$ cat src/rtl/frodo_dec_if.sv
// Handshake bundle for frodo_dec_unit: start/c_in command, (a,s) pair stream
// with valid/ready, and the decoded result with valid/ready plus busy.
interface frodo_dec_if #(
  parameter int B = 2
);
  logic          start;
  logic [15:0]   c_in;
  logic          in_valid;
  logic          in_ready;
  logic [15:0]   in_a;
  logic [15:0]   in_s;
  logic          out_valid;
  logic          out_ready;
  logic [B-1:0]  out_m;
  logic [15:0]   out_raw;
  logic          busy;

  modport master (
    output start, c_in, in_valid, in_a, in_s, out_ready,
    input  in_ready, out_valid, out_m, out_raw, busy
  );

  modport slave (
    input  start, c_in, in_valid, in_a, in_s, out_ready,
    output in_ready, out_valid, out_m, out_raw, busy
  );
endinterface

$ cat src/rtl/frodo_dec_unit.sv
// Frodo decrypt coefficient unit: m = decode(c - sum(b'_k*s_k) mod 2^LOGQ).
// Ports: clk, rstn (async low), io (frodo_dec_if.slave); FRODO_DEC_RAW_EN exposes diff on out_raw.
module frodo_dec_unit #(
  parameter int N    = 640,
  parameter int LOGQ = 15,
  parameter int B    = 2
) (
  input  logic         clk,
  input  logic         rstn,
  frodo_dec_if.slave   io
);
  localparam int CW = $clog2(N + 1);
  localparam logic [CW-1:0] LAST = CW'(N - 1);
  localparam logic [LOGQ:0] HALF =
    {{LOGQ{1'b0}}, 1'b1} << (LOGQ - B - 1);

  typedef enum logic [2:0] {
    IDLE, ACC, DRAIN, FINAL, OUT
  } state_t;

  state_t          state;
  logic [CW-1:0]   cnt;
  logic [15:0]     prod_q;
  logic            prod_vld;
  logic [15:0]     acc_q;
  logic [LOGQ-1:0] c_q;
  logic [B-1:0]    m_q;
  logic            in_ready_q;
  logic            out_valid_q;
  logic            busy_q;

  logic [15:0]     s_ext;
  logic [15:0]     prod_d;
  logic            fire;
  logic [LOGQ-1:0] diff;
  logic [LOGQ:0]   rnd;
  logic [B-1:0]    m_d;

  // Low 16 bits of an unsigned product equal the signed product's.
  assign s_ext  = {{11{io.in_s[4]}}, io.in_s[4:0]};
  assign prod_d = 16'(io.in_a * s_ext);
  assign fire   = io.in_valid & in_ready_q;

  // One extra bit so a rounding carry out of the top falls off.
  assign diff = c_q - acc_q[LOGQ-1:0];
  assign rnd  = {1'b0, diff} + HALF;
  assign m_d  = rnd[LOGQ-1 -: B];

`ifdef FRODO_DEC_RAW_EN
  logic [15:0] raw_q;
  assign io.out_raw = raw_q;
`else
  assign io.out_raw = 16'd0;
`endif

  assign io.in_ready  = in_ready_q;
  assign io.out_valid = out_valid_q;
  assign io.out_m     = m_q;
  assign io.busy      = busy_q;

  logic unused_ok;
  assign unused_ok = ^{acc_q, io.in_s, io.c_in};

  always_ff @(posedge clk or negedge rstn) begin
    if (!rstn) begin
      state       <= IDLE;
      cnt         <= '0;
      prod_q      <= '0;
      prod_vld    <= 1'b0;
      acc_q       <= '0;
      c_q         <= '0;
      m_q         <= '0;
      in_ready_q  <= 1'b0;
      out_valid_q <= 1'b0;
      busy_q      <= 1'b0;
`ifdef FRODO_DEC_RAW_EN
      raw_q       <= '0;
`endif
    end else begin
      prod_vld <= fire;
      if (fire) prod_q <= prod_d;
      if (prod_vld) acc_q <= acc_q + prod_q;
      unique case (state)
        IDLE: begin
          if (io.start) begin
            c_q        <= io.c_in[LOGQ-1:0];
            acc_q      <= '0;
            cnt        <= '0;
            in_ready_q <= 1'b1;
            busy_q     <= 1'b1;
            state      <= ACC;
          end
        end
        ACC: begin
          if (fire) begin
            cnt <= cnt + 1'b1;
            if (cnt == LAST) begin
              in_ready_q <= 1'b0;
              state      <= DRAIN;
            end
          end
        end
        DRAIN: state <= FINAL;
        FINAL: begin
          m_q         <= m_d;
`ifdef FRODO_DEC_RAW_EN
          raw_q       <= 16'(diff);
`endif
          out_valid_q <= 1'b1;
          state       <= OUT;
        end
        OUT: begin
          if (io.out_ready) begin
            out_valid_q <= 1'b0;
            busy_q      <= 1'b0;
            state       <= IDLE;
          end
        end
        default: state <= IDLE;
      endcase
    end
  end
endmodule

$ cat src/flat_wrapper.sv
// flat-port wrapper written by rule: the top's interface ports become plain ports
module frodo_dec_unit_flat 
#(
  parameter int N    = 640,
  parameter int LOGQ = 15,
  parameter int B    = 2
)
  (clk, rstn, io_start, io_c_in, io_in_valid, io_in_a, io_in_s, io_out_ready, io_in_ready, io_out_valid, io_out_m, io_out_raw, io_busy);
  frodo_dec_if #(.B(B)) io_i ();
  input  logic clk;
  input  logic rstn;
  input wire logic [$bits(io_i.start)-1:0] io_start;
  input wire logic [$bits(io_i.c_in)-1:0] io_c_in;
  input wire logic [$bits(io_i.in_valid)-1:0] io_in_valid;
  input wire logic [$bits(io_i.in_a)-1:0] io_in_a;
  input wire logic [$bits(io_i.in_s)-1:0] io_in_s;
  input wire logic [$bits(io_i.out_ready)-1:0] io_out_ready;
  output wire logic [$bits(io_i.in_ready)-1:0] io_in_ready;
  output wire logic [$bits(io_i.out_valid)-1:0] io_out_valid;
  output wire logic [$bits(io_i.out_m)-1:0] io_out_m;
  output wire logic [$bits(io_i.out_raw)-1:0] io_out_raw;
  output wire logic [$bits(io_i.busy)-1:0] io_busy;
  assign io_i.start = io_start;
  assign io_i.c_in = io_c_in;
  assign io_i.in_valid = io_in_valid;
  assign io_i.in_a = io_in_a;
  assign io_i.in_s = io_in_s;
  assign io_i.out_ready = io_out_ready;
  assign io_in_ready = io_i.in_ready;
  assign io_out_valid = io_i.out_valid;
  assign io_out_m = io_i.out_m;
  assign io_out_raw = io_i.out_raw;
  assign io_busy = io_i.busy;
  frodo_dec_unit #(.N(N), .LOGQ(LOGQ), .B(B)) u_core (.clk(clk), .rstn(rstn), .io(io_i));
endmodule
$ cat config.mk
export PLATFORM = sky130hd
export DESIGN_NAME = frodo_dec_unit_flat
export DESIGN_NICKNAME = d
export VERILOG_FILES = /design/src/rtl/frodo_dec_if.sv /design/src/rtl/frodo_dec_unit.sv /design/src/flat_wrapper.sv
export SDC_FILE = /design/constraint.sdc
export NUM_CORES = 1
export LEC_CHECK = 0
export ABC_AREA = 1
export CAP_MARGIN = 20
export CORE_UTILIZATION = 30
export DETAILED_ROUTE_END_ITERATION = 10
export PLACE_DENSITY = 0.55
export SYNTH_ARGS = -nofsm -noshare
export SYNTH_HDL_FRONTEND = slang
export SYNTH_SLANG_ARGS = --single-unit
$ cat constraint.sdc
create_clock -name clk -period 3.88 [get_ports clk]
set_input_delay 0.388 -clock clk [delete_from_list [all_inputs] [get_ports clk]]
set_output_delay 0.388 -clock clk [all_outputs]
set_load 0.02 [all_outputs]
# == Word level (Yosys, flattened, before mapping) ==
# Index checks and enable logic that the tools add are counted.
# classes
addsub,4
n_mul,1
n_eq_ne,9
mux,18
n_bitwise,1
reduce_logical,10
# op_table
operator,count
$mux 16,3
$mux 10,2
$pmux 10 s2,1
$add 16x16->16,1
$mul 16x5->16,1
$add 15x13->15 const B,1
$pmux 3 s5,1
$sub 15x15->15,1
$mux 3,4
$add 10x1->10 const B,1
$eq 10x10->1 const B,1
$reduce_and 4->1,2
$eq 3x2->1 const B,2
$pmux 1 s2,3
$reduce_and 3->1,2
$reduce_bool 2->1,3
$mux 1,4
$ne 2x1->1 const B,2
$ne 2x2->1 const B,2
$reduce_and 2->1,2
$eq 3x1->1 const B,1
$eq 3x3->1 const B,1
$logic_not 3->1,1
$and 1x1->1,1
# word_totals
regBits,66
input_bits,53
out_inout_bits,21
elab_cells,53

# == Logic depth before layout (Yosys ltp) ==
# Gate-level depths: netlist of run 1.
# depth
ltp_word,4
ltp_mapped,20
depth_no_buf,19

# == Worst setup path after synthesis of run 1 ==
# No wires, ideal clock.
# synth_timing
path_type,in2reg
startpoint,input port io_in_s[4]
endpoint,register u_core.prod_q[10]
setup_time_ns,0.118
arrival_time_ns,3.584
t_required_ns,3.762
path_slack_ns,0.179
path_stages,16
n_path_buf,1
cell_sequence,inv_1 > clkbuf_1 > nor2_1 > fa_1 > fa_1 > inv_1 > fa_1 > inv_1 > ha_1 > nand2_1 > nand3_1 > nand2_1 > nand3_1 > or2_2 > nand3_1 > nand2_1
# synth_via
elab_chain_cells,1
# synth_lines
element,line,source
start: declaration,flat_wrapper.sv:16,input wire logic [$bits(io_i.in_s)-1:0] io_in_s;
$mul 16x5->16,frodo_dec_unit.sv:41,assign prod_d = 16'(io.in_a * s_ext);
end signal: assignment,frodo_dec_unit.sv:81,if (fire) prod_q <= prod_d;
end: declaration,frodo_dec_unit.sv:23,logic [15:0] prod_q;
# Every way passes these cells.
# A chain may end at the register's enable or synchronous reset.

# == Worst setup path in the final report of run 1 ==
# Ends and elaborated chain as after synthesis.

==> results.json, run 1 <==
{
  "ys_types": 37,
  "drc": 0,
  "cts_tree": "yes",
  "status": "finished, final reports clean",
  "ff2ff_setup_slack_ns": 1.80,
  "cp_max_fo": 8,
  "period_minus_slack_ns": 3.708,
  "syn_to_final_growth_pct": 21.41,
  "worstPathRequired_ns": 4.09,
  "synthTopCellsByArea": "dfrtp_1 25%, nand2_1 15%, ha_1 13%, inv_1 11%, fa_1 11%",
  "layout-drive-gt1-share_pct": 9.592,
  "dp_slack_ns": -0.3409,
  "vias_per_cell": 4.267,
  "antenna_cells": 0,
  "dieArea_um2": 21620,
  "wl_per_cell_um": 10.44,
  "yosysTopAreaCell": "dfrtp_1",
  "clock_latency_ns": 0.33,
  "io_pins": 74,
  "critPathTopFamily": "adder cells",
  "crit_buf_inv": 5,
  "cp_slowest_stage_delay_ns": 0.55,
  "io_buffers": 44,
  "die_x_um": 147.0,
  "crit_path_end_kind": "register",
  "path_clk_slew_ns": 0.05,
  "die_y_um": 147.0,
  "synth_edf_count": 0,
  "postSynthAreaPerCell_um2": 7.099,
  "first_pass_iters": 6,
  "synth_area_um2": 6311,
  "routabilityCongestion": 0.8919,
  "cp_cell_sequence": "clkdlybuf4s50_1, inv_2, buf_4, nor2_1, fa_1, fa_1, inv_1, fa_1, inv_1, ha_1, nand2_1, nand2_1, nand2_1, nand3_1, or2_2, nand3_1, nand2_1",
  "post-dp-hpwl_um": 10790,
  "grtUsageTotal_pct": 13.01,
  "reg2reg_depth": 12,
  "finalSetupTns_ns": 0,
  "synth-seq-cells": 64,
  "grt-ovfl-total": 0,
  "cts.sinks": 64,
  "setup_ws_ns": 0.1720,
  "ys_warn_count": 0,
  "cts_buffer_depth": 2,
  "worstPathArrival_ns": 3.92,
  "vias": 5334,
  "yosys.area.top_type_share_pct": 25.38,
  "finalHoldViolCount": 0,
  "max_freq_mhz": 269.7,
  "maxSlewViolCount": 0,
  "skew_ns": 0.007534,
  "synthArstFlopShare_pct": 100.0,
  "powerDensity_nw_per_um2": 644.1,
  "synth_seq_area_share_pct": 25.38,
  "fin_util_pct": 37.51,
  "num-fill-cells": 2208,
  "drtIter0Drc": 170,
  "crit_top_cell": "nand2_1",
  "core_region_area_um2": 20430,
  "post_cts_buffers": 0,
  "grt_pass1_wl_um": 23440,
  "grt_max_degree": 34,
  "r2r-start": "u_core.acc_q[0]",
  "power.leakage_nw": 4.318,
  "netlist_instances": 889,
  "ir_drop_mv": 0.2346,
  "maxCapViolations": 0,
  "fin_nets": 1129,
  "htreeDepth": 3,
  "initial_core_util_pct": 30.89,
  "post-route-period-util_pct": 95.57,
  "wl_um": 13050,
  "setup_violations": 0,
  "grt_pass1_vias": 5330,
  "slew_headroom_pct": 50.07,
  "antenna_found_initial": 0,
  "reg2reg_to": "u_core.acc_q[10]",
  "most-common-layout-cells": "248 x nand2_1, 189 x inv_1, 66 x ha_1, 64 x dfrtp_1, 51 x nand3_1",
  "cp-start-kind": "input pin",
  "tightest_slew_ns": 0.7490,
  "cts_made_buffers": 9,
  "drtAntennaViolNets": 0,
  "slowest_stage": "fa_1",
  "crit_type": "in2reg",
  "ys.flop_type": "dfrtp_1",
  "layout_commonest_cell": "nand2_1",
  "clockRootBuffer": "clkbuf_16",
  "rows": 52,
  "hold_class": "in2async"
}
worst register-to-register path, stage by stage (launching register included):
cell	delay, ns
dfrtp_1	0.40
ha_1	0.26
fa_1	0.40
nand2_1	0.09
nand3_1	0.08
nand3_1	0.08
nand2_1	0.12
inv_1	0.14
nor2_1	0.05
o21bai_1	0.12
nand3_1	0.08
nand2_1	0.10
inv_1	0.04
report_power, final:
part           switching [W]  total, W  internal (W)
Sequential          0.000200   0.00112      0.000918
Clock               0.000276  0.000806      0.000530
Combinational        0.00175   0.00301       0.00126
repair_timing:
action / 4_1_cts / 5_1_grt
gates resized for setup: 0 / 14
endpoints found under the setup margin: 0 / 8
hold buffers: 0 / 0
layer usage:
metal	up-vias	part of all wire, %	wire [um]	GRT usage [%]
li1	2903	-	-	-
met1	2332	52	6726	17.32
met2	79	43	5672	21.60
met3	20	3.0	389	1.770
met4	0	2.0	261	4.433
met5	-	0	0	0
cell families after synthesis:
logic type	synth area share, %
compound gates	8.961
buf+inv	14.37
fa+ha+maj	24.07
flops	25.38
xor+xnor	1.110
other cells	0.05942
simple gates	26.05
synth_stat cells, types with 2 or more instances:
| cell type | instances |
|---|---|
| nand3b_1 | 3 |
| inv_2 | 4 |
| xnor2_1 | 2 |
| inv_1 | 190 |
| ha_1 | 67 |
| o31ai_1 | 2 |
| xor2_1 | 6 |
| nand4_1 | 9 |
| dfrtp_1 | 64 |
| nand3_1 | 52 |
| nor4_1 | 3 |
| nor3_1 | 9 |
| or2_2 | 10 |
| o21bai_1 | 4 |
| fa_1 | 34 |
| a21oi_1 | 45 |
| buf_2 | 2 |
| buf_4 | 16 |
| nor2_1 | 44 |
| o21a_1 | 3 |
| clkbuf_1 | 12 |
| nor2_4 | 3 |
| a31oi_1 | 4 |
| o21ai_0 | 35 |
| o211ai_1 | 6 |
| nand2_1 | 249 |
flip-flops by register name (all words and copies together), names as in the netlist:
signal,count
u_core.acc_q,15
u_core.c_q,15
u_core.cnt,10
u_core.io.busy,1
u_core.io.in_ready,1
u_core.io.out_m,2
u_core.io.out_valid,1
u_core.prod_q,15
u_core.prod_vld,1
u_core.state,3
worst max-delay path by stage:
stage / end / slack (ns) / depth (start not counted) / startpoint
floorplan: u_core.prod_q[10] / 0.18 / 16 / io_in_s[4]
global placement: u_core.prod_q[10] / -0.28 / 15 / io_in_s[4]
detailed placement: u_core.prod_q[14] / -0.34 / 18 / io_in_s[4]
CTS: u_core.prod_q[14] / 0.007 / 18 / io_in_s[4]
global route: u_core.prod_q[14] / -0.01 / 20 / io_in_s[4]
finish: u_core.prod_q[10] / 0.17 / 17 / io_in_s[4]
layout make-up:
| type | count | area (um2) | area share [%] |
|---|---|---|---|
| multi-input cells | 615 | 3902 | 50.93 |
| flip-flops and latches | 64 | 1602 | 20.90 |
| repair buffers | 91 | 792.0 | 10.34 |
| inverters | 194 | 728.2 | 9.504 |
| well taps | 270 | 337.8 | 4.409 |
| clock buffers | 13 | 260.3 | 3.396 |
| clock inverters | 3 | 40.04 | 0.5225 |
through the flow:
step	hold WS (ns)	instances	total power, W	cell area, um2
detailed placement	0.4697	1234	0.004115	7315
global route	0.1953	1250	0.005553	7662
finish	0.1238	1250	0.004936	7662
floorplan	0.09241	904	0.003329	6367
global placement	0.4689	1234	0.004072	7315
CTS	0.1381	1250	0.004965	7615
Note: power is estimated with default switching activity, not from simulation.
==> run 2, diff against run 1 <==
==> constraint.sdc (replaced) <==
create_clock -name clk -period 3.88 [get_ports clk]
set_input_delay 0.97 -clock clk [delete_from_list [all_inputs] [get_ports clk]]
set_output_delay 0.97 -clock clk [all_outputs]
set_load 0.02 [all_outputs]
==> run 2 against run 1 <==
Wire length grew 5.3%. Core utilization grew 2.5 points. First-iteration DRC count shrank 5.9%. Cell count grew 1.5%. Final area grew 6.7%. Register-to-register slack gained 0.04 ns. Setup slack lost 0.075 ns. Sequential share of layout area shrank 1.3 points. Non-clock buffer count grew 20. Global-route usage grew 0.78 points. Die area is the same. Flip-flop and latch count is the same.
==> results.json, run 2 (synthesized netlist as in run 1, its figures left out) <==
{
  "crit_path_end_kind": "register",
  "antenna_cells": 0,
  "ff2ff_setup_slack_ns": 1.84,
  "antenna_found_initial": 0,
  "status": "finished, final reports clean",
  "most-common-layout-cells": "234 x nand2_1, 177 x inv_1, 64 x dfrtp_1, 57 x ha_1, 56 x buf_4",
  "wl_per_cell_um": 10.82,
  "finalHoldViolCount": 0,
  "io_buffers": 44,
  "initial_core_util_pct": 30.89,
  "worstPathArrival_ns": 3.97,
  "vias": 5543,
  "slew_headroom_pct": 47.47,
  "hold_depth": 2,
  "crit_type": "in2reg",
  "r2r-start": "u_core.acc_q[0]",
  "multi_input_area_um2": 4242,
  "setup_ws_ns": 0.09723,
  "power.leakage_nw": 4.504,
  "tightest_slew_ns": 0.7880,
  "drtAntennaViolNets": 0,
  "skew_ns": 0.004144,
  "reg2reg_depth": 12,
  "hold_end": "u_core.c_q[13]",
  "reg2reg_to": "u_core.acc_q[10]",
  "reg_top3": "u_core.acc_q: 15 flops, u_core.c_q: 15 flops, u_core.prod_q: 15 flops",
  "drtIter0Drc": 160,
  "finalSetupTns_ns": 0,
  "num-fill-cells": 2180,
  "rows": 52,
  "core_region_area_um2": 20430,
  "maxSlewViolCount": 0,
  "grt_pass1_vias": 5553,
  "rsz0062_at_grt": "true",
  "max_freq_mhz": 264.4,
  "grt-ovfl-total": 0,
  "path_clk_slew_ns": 0.05,
  "min-delay-start": "u_core.c_q[13]",
  "worstPathRequired_ns": 4.07,
  "vias_per_cell": 4.368,
  "grtUsageTotal_pct": 13.78,
  "post-dp-hpwl_um": 10520,
  "die_x_um": 147.0,
  "htreeDepth": 3,
  "die_y_um": 147.0,
  "routabilityCongestion": 0.8782,
  "grt_max_degree": 36,
  "cts.sinks": 64,
  "clockRootBuffer": "clkbuf_16",
  "layout_commonest_cell": "nand2_1",
  "io_pins": 74,
  "cp-start-kind": "input pin",
  "first_pass_iters": 4,
  "layout-drive-gt1-share_pct": 18.12,
  "ir_drop_mv": 0.2090,
  "cts_tree": "yes",
  "period_minus_slack_ns": 3.783,
  "clock_latency_ns": 0.33,
  "powerDensity_nw_per_um2": 641.6,
  "dieArea_um2": 21620,
  "wl_um": 13730,
  "grt_pass1_wl_um": 24760,
  "drc": 0,
  "maxCapViolations": 0,
  "cts_made_buffers": 9,
  "setup_violations": 0,
  "cts_buffer_depth": 2,
  "regArea_um2": 1602,
  "fin_nets": 1149,
  "hold_class": "reg2reg",
  "cp_max_fo": 6,
  "dp_slack_ns": -0.7089,
  "post-route-period-util_pct": 97.49,
  "syn_to_final_growth_pct": 29.50,
  "finalPower_w": 0.005244
}
## run 2: cell count changes in the layout (fill, tap and decap cells not counted), sizes merged
cell | previous run | this run
clkdlybuf4s15 | 0 | 4
dlymetal6s2s | 0 | 3
buf | 48 | 69
clkdlybuf4s50 | 43 | 26
dlygate4sd2 | 0 | 5
clkbuf | 13 | 16
## run 2: how the worst max path moves through the flow
| stage | depth (start not counted) | end | from |
|---|---|---|---|
| after global placement | 16 | u_core.prod_q[14] | io_in_s[4] |
| after floorplan | 16 | u_core.prod_q[10] | io_in_s[4] |
| final | 15 | u_core.prod_q[9] | io_in_s[4] |
| after detailed placement | 17 | u_core.prod_q[10] | io_in_s[4] |
| after global routing | 21 | u_core.prod_q[14] | io_in_s[4] |
| after CTS | 17 | u_core.prod_q[13] | io_in_s[4] |
## run 2: power by group
group | leakage [nW] | internal [W] | switching, W
clock | 0.154 | 0.000543 | 0.000282
combinational | 3.56 | 0.00141 | 0.00189
sequential | 0.788 | 0.000918 | 0.000201
total | 4.50 | 0.00287 | 0.00238
## run 2: metal layers
metal  up-vias  track usage [%]  part of all wire [%]
li1       2948                -                     -
met2        87            22.71                    45
met4         0            4.742                   2.1
met3        24            1.708                   2.7
met5         -                0                     0
met1      2484            18.59                    51
## run 2: repair_timing
item | 4_1_cts | 5_1_grt
resized for setup | 72 | 48
setup endpoints to repair | 10 | 10
buffers inserted | 14 | 6
hold buffers | 0 | 0
pin swaps | 49 | 41
gates cloned | 3 | 0
## run 2: per-stage QoR
stage / hold slack, ns / utilization [%] / area, um2 / instances
global route: 0.5157 / 40.00 / 8173 / 1269
global placement: 0.4658 / 36.43 / 7443 / 1232
CTS: 0.4831 / 39.40 / 8049 / 1264
detailed placement: 0.4714 / 36.43 / 7443 / 1232
finish: 0.4794 / 40.00 / 8173 / 1269
floorplan: 0.4483 / - / 6531 / 904
## run 2: cell type report
type	count	area share, %
multi-input combinational	615	51.90
tap	270	4.133
inverter	194	9.002
clock buffer	12	3.261
clock inverter	3	0.4899
sequential	64	19.60
timing repair buffer	111	11.62
## run 2: worst max-delay path: stages
cell	delay, ns
buf_6	0.07
inv_4	0.03
buf_6	0.12
buf_6	0.11
or2_4	0.24
fa_1	0.51
fa_2	0.45
fa_1	0.51
inv_2	0.06
fa_2	0.41
nand3_2	0.10
nand2_4	0.07
a21oi_4	0.13
or2_4	0.12
a31oi_1	0.07
==> edit 1, RTL diff (config.mk and constraints of run 1) <==
`LOGQ` is set to 15 in 2 places; all go to 16.
--- a/src/rtl/frodo_dec_unit.sv
+++ b/src/rtl/frodo_dec_unit.sv
@@ -2,7 +2,7 @@
 // Ports: clk, rstn (async low), io (frodo_dec_if.slave); FRODO_DEC_RAW_EN exposes diff on out_raw.
 module frodo_dec_unit #(
   parameter int N    = 640,
-  parameter int LOGQ = 15,
+  parameter int LOGQ = 16,
   parameter int B    = 2
 ) (
   input  logic         clk,
--- a/src/flat_wrapper.sv
+++ b/src/flat_wrapper.sv
@@ -2,7 +2,7 @@
 module frodo_dec_unit_flat 
 #(
   parameter int N    = 640,
-  parameter int LOGQ = 15,
+  parameter int LOGQ = 16,
   parameter int B    = 2
 )
   (clk, rstn, io_start, io_c_in, io_in_valid, io_in_a, io_in_s, io_out_ready, io_in_ready, io_out_valid, io_out_m, io_out_raw, io_busy);
Check against the original RTL: no difference found for any inputs over 10 cycles, from zero or initial values and one cycle with rstn low; that may be too few to reach the edited logic, so the function may still have changed.
==> edit 1 against run 1 <==
Sequential cell count rose by 3; setup slack improved by 0.014 ns; cell area rose by 5.5%; clock power fell by 11%; wire length rose by 9.7%; power rose by 13%; synthesized area rose by 5.1%; global-route usage rose by 0.78 points; critical endpoint is now u_core.prod_q[11].
==> edit 1: results (changes against run 1) <==
.. list-table::
   :header-rows: 1

   * - Metric
     - Value
   * - Run status
     - finished clean (unchanged)
   * - Synthesized instance count
     - 922 (was 889)
   * - Total track usage
     - 13.8% (was 13.0%)
   * - Sequential portion of the cell area
     - 20.7% (was 20.9%)
   * - Ratio of final minimum period to clock period
     - 95.2% (was 95.6%)
   * - Number of non-clock buffers in the layout
     - 106 (was 91)
   * - Worst-case setup slack after placement
     - -0.385 ns (was -0.341 ns)
   * - Cells taking the most area after synthesis
     - sky130_fd_sc_hd__dfrtp_1 (25%), sky130_fd_sc_hd__nand2_1 (14%), sky130_fd_sc_hd__ha_1 (14%) (was sky130_fd_sc_hd__dfrtp_1 (25%), sky130_fd_sc_hd__nand2_1 (15%), sky130_fd_sc_hd__ha_1 (13%))
   * - Combined area of the multi-input logic cells
     - 4170 um2 (was 3900 um2)
   * - Termination of the worst setup path
     - u_core.prod_q[11] (was u_core.prod_q[10])
   * - Net switching component of the power
     - 2.60 mW (was 2.23 mW)
   * - First-pass GRT wire length
     - 25.4 mm (was 23.4 mm)
   * - Registers with the highest flip-flop counts
     - u_core.acc_q: 16 flops, u_core.c_q: 16 flops, u_core.prod_q: 16 flops (was u_core.acc_q: 15 flops, u_core.c_q: 15 flops, u_core.prod_q: 15 flops)
   * - Post-route clock skew
     - 0.00602 ns (was 0.00753 ns)
   * - Slack of the worst reg-to-reg path
     - 1.82 ns (was 1.80 ns)
   * - Leakage power
     - 4.59 nW (was 4.32 nW)
   * - Worst-path fanout max
     - 4 (was 8)
   * - R2r startpoint
     - u_core.acc_q[12] (was u_core.acc_q[0])
   * - Destination of the worst register-to-register timing path
     - u_core.io.out_m[0] (was u_core.acc_q[10])
   * - Area fraction of clock buffers and clock inverters
     - 3.16% (was 3.92%)
   * - Distinct cell type count after synthesis
     - 41 (was 37)
   * - Met1 layer wirelength in the final routing
     - 7.44 mm (was 6.73 mm)
   * - Proportion of layout cells with a drive suffix above 1
     - 10.5% (was 9.59%)
   * - Met3 routing resource usage after global routing
     - 1.88% (was 1.77%)
   * - Inverters
     - 189 (was 194)
   * - Post-DP HPWL
     - 11.6 mm (was 10.8 mm)
   * - Routed length on met2
     - 6.37 mm (was 5.67 mm)
   * - Total vias in the final route
     - 5645 (was 5334)
   * - Core Footprint
     - 21800 um2 (was 20400 um2)
   * - Final Non-Filler Cells
     - 1307 (was 1250)
   * - Share of the synthesized area in the top cell type
     - 25.3% (was 25.4%)
   * - Met3 WL
     - 342 um (was 389 um)
   * - Largest net degree at the start of global routing
     - 36 (was 34)
   * - M2 GR Usage
     - 23.4% (was 21.6%)
   * - Sequential cell area fraction in the yosys report
     - 25.3% (was 25.4%)
-- edit 1: changes by cell type in the layout (fill, tap and decap cells not counted), sizes merged, moves of 3 or more --
cell | run 1 | this run
buf | 48 | 61
ha | 67 | 72
clkdlybuf4s50 | 43 | 38
nor2 | 48 | 52
nand2 | 250 | 260
dlymetal6s2s | 0 | 6
xnor2 | 2 | 7
nand4 | 9 | 12
inv | 194 | 188
fa | 34 | 37
nand3 | 53 | 50
o21ai | 36 | 45
xor2 | 6 | 3
dfrtp | 64 | 67
-- edit 1: kinds of logic after synthesis --
group           Yosys count  synth area share, %
fa+ha+maj               109                 24.7
simple gates            401                 25.7
flops                    67                 25.3
xor+xnor                 10                 1.32
compound gates          113                 9.36
other cells               1               0.0565
buf+inv                 221                 13.5
-- edit 1: power by group through the flow --
stage	clock network [mW]	logic, mW	registers [mW]
after floorplan	0	2.61	1.20
after global placement	0	3.51	1.24
after detailed placement	0	3.56	1.24
after CTS	0.731	3.59	1.24
after global routing	0.767	4.20	1.28
final	0.716	3.61	1.23
==> edit 2, RTL diff (settings of run 1) <==
Without the edit above. Reset style: synchronous (`rstn`), changed in one clocked block. Comments in the files are not updated.
--- a/src/rtl/frodo_dec_unit.sv
+++ b/src/rtl/frodo_dec_unit.sv
@@ -61,7 +61,7 @@
   logic unused_ok;
   assign unused_ok = ^{acc_q, io.in_s, io.c_in};
 
-  always_ff @(posedge clk or negedge rstn) begin
+  always_ff @(posedge clk) begin
     if (!rstn) begin
       state       <= IDLE;
       cnt         <= '0;
Behaviour: differs if rstn is asserted again (counterexample within 4 cycles, from zero or initial values and one cycle with rstn low); with rstn held inactive, the same outputs for 10 cycles.
==> edit 2 against run 1 <==
Global-route usage grew 0.55 points; sequential cell count stayed put; wire length up 1.6%; register-to-register slack improved by 0.14 ns; cell area fell by 2.1%; critical endpoint is now u_core.prod_q[7]; highest routed layer unchanged; setup slack improved by 0.048 ns; synthesized area decreased by 3.4%; clock skew grew 0.00088 ns.
Power is not compared: it rests on default switching activity, and its combinational part moved more than twofold at a synthesized area within 25%.
==> edit 2: results (changes against run 1) <==
.. list-table::
   :header-rows: 1

   * - Metric
     - Value
   * - Run status
     - finished clean (unchanged)
   * - #MultiIn Comb
     - 619 (was 615)
   * - Syn avg cell area
     - 6.80 um2 (was 7.10 um2)
   * - RD Place Congestion
     - 0.824 (was 0.892)
   * - Path type of the worst min-delay path
     - register to register (was primary input to async pin)
   * - Total track usage
     - 13.6% (was 13.0%)
   * - Number of gates given a new drive strength after cts
     - 1 (was 0)
   * - Sequential cell area fraction in the yosys report
     - 21.0% (was 25.4%)
   * - Top FF cell, synth
     - sky130_fd_sc_hd__dfxtp_1 (was sky130_fd_sc_hd__dfrtp_1)
   * - Placed cell areas
     - 7080 um2 (was 7310 um2)
   * - Post-route clock skew
     - 0.00842 ns (was 0.00753 ns)
   * - Area fraction of clock buffers and clock inverters
     - 4.41% (was 3.92%)
   * - CP arrival
     - 3.88 ns (was 3.92 ns)
   * - Total vias in the final route
     - 5319 (was 5334)
   * - First-pass GRT wire length
     - 22.7 mm (was 23.4 mm)
   * - Most frequent cells after synthesis
     - sky130_fd_sc_hd__inv_1 (187), sky130_fd_sc_hd__nand2_1 (185), sky130_fd_sc_hd__nor2_1 (86) (was sky130_fd_sc_hd__nand2_1 (249), sky130_fd_sc_hd__inv_1 (190), sky130_fd_sc_hd__ha_1 (67))
   * - Fill count
     - 2090 (was 2208)
   * - Core Footprint
     - 19700 um2 (was 20400 um2)
   * - Average routed wire per standard cell
     - 10.6 um (was 10.4 um)
   * - Proportion of cell area occupied by multi-input gates
     - 53.4% (was 50.9%)
   * - Number of global-route vias before repair
     - 4957 (was 5330)
   * - Worst-path fanout max
     - 3 (was 8)
   * - Proportion of layout cells with a drive suffix above 1
     - 10.2% (was 9.59%)
   * - Worst-case setup slack after placement
     - -0.376 ns (was -0.341 ns)
   * - Distinct cell type count after synthesis
     - 42 (was 37)
   * - Final Non-Filler Cells
     - 1251 (was 1250)
   * - Length of the first detailed-routing pass in iterations
     - 4 (was 6)
   * - Async S/R FF share, synth
     - 0% (was 100%)
   * - Cells taking the most area after synthesis
     - sky130_fd_sc_hd__dfxtp_1 (21%), sky130_fd_sc_hd__ha_1 (14%), sky130_fd_sc_hd__inv_1 (12%) (was sky130_fd_sc_hd__dfrtp_1 (25%), sky130_fd_sc_hd__nand2_1 (15%), sky130_fd_sc_hd__ha_1 (13%))
   * - Largest net degree at the start of global routing
     - 23 (was 34)
   * - Violation count after the first detailed-route iteration
     - 211 (was 170)
   * - Post-DP HPWL
     - 10.7 mm (was 10.8 mm)
-- edit 2: changes by cell type in the layout (fill, tap and decap cells not counted), moves of 5 or more --
| cell | run 1 | this run |
|---|---|---|
| sky130_fd_sc_hd__dfxtp_1 | 0 | 64 |
| sky130_fd_sc_hd__or2_2 | 10 | 5 |
| sky130_fd_sc_hd__a21oi_1 | 42 | 52 |
| sky130_fd_sc_hd__dfrtp_1 | 64 | 0 |
| sky130_fd_sc_hd__nor2_1 | 41 | 84 |
| sky130_fd_sc_hd__nand2_1 | 248 | 183 |
| sky130_fd_sc_hd__o21ai_0 | 33 | 46 |
-- edit 2: report_power, final --
group | switching, mW | internal [mW]
registers | 0.0349 | 0.712
clock network | 0.282 | 0.628
logic | 0.727 | 0.587
total | 1.04 | 1.93
-- edit 2: final timing paths --
check	end	from	slack, ns	depth (start not counted)
worst min-delay path	u_core.io.busy	u_core.io.busy	0.46	2
worst max register to register	u_core.io.in_ready	u_core.io.in_ready	1.94	9
worst min register to register	u_core.io.busy	u_core.io.busy	0.46	2
worst max-delay path	u_core.prod_q[7]	io_in_a[0]	0.22	13
-- edit 2: logic make-up (layout without fill, tap and decap cells) --
logic type | after synthesis | in the layout | synth area share, %
xor gates and xnor gates | 11 | 11 | 1.58
DFF | 64 | 64 | 21.0
adders and majority gates | 101 | 101 | 24.9
other | 1 | 16 | 0.0615
and+or+nand+nor | 361 | 361 | 25.3
AOI/OAI and AO/OA | 130 | 130 | 11.7
buffers and inverters | 229 | 303 | 15.5
-- edit 2: layer usage --
layer,track usage [%],share of wire (%),vias up
li1,-,-,2942
met1,17.8,51,2286
met4,3.88,0.86,0
met5,0,0,-
met2,22.8,45,83
met3,2.05,3.3,8
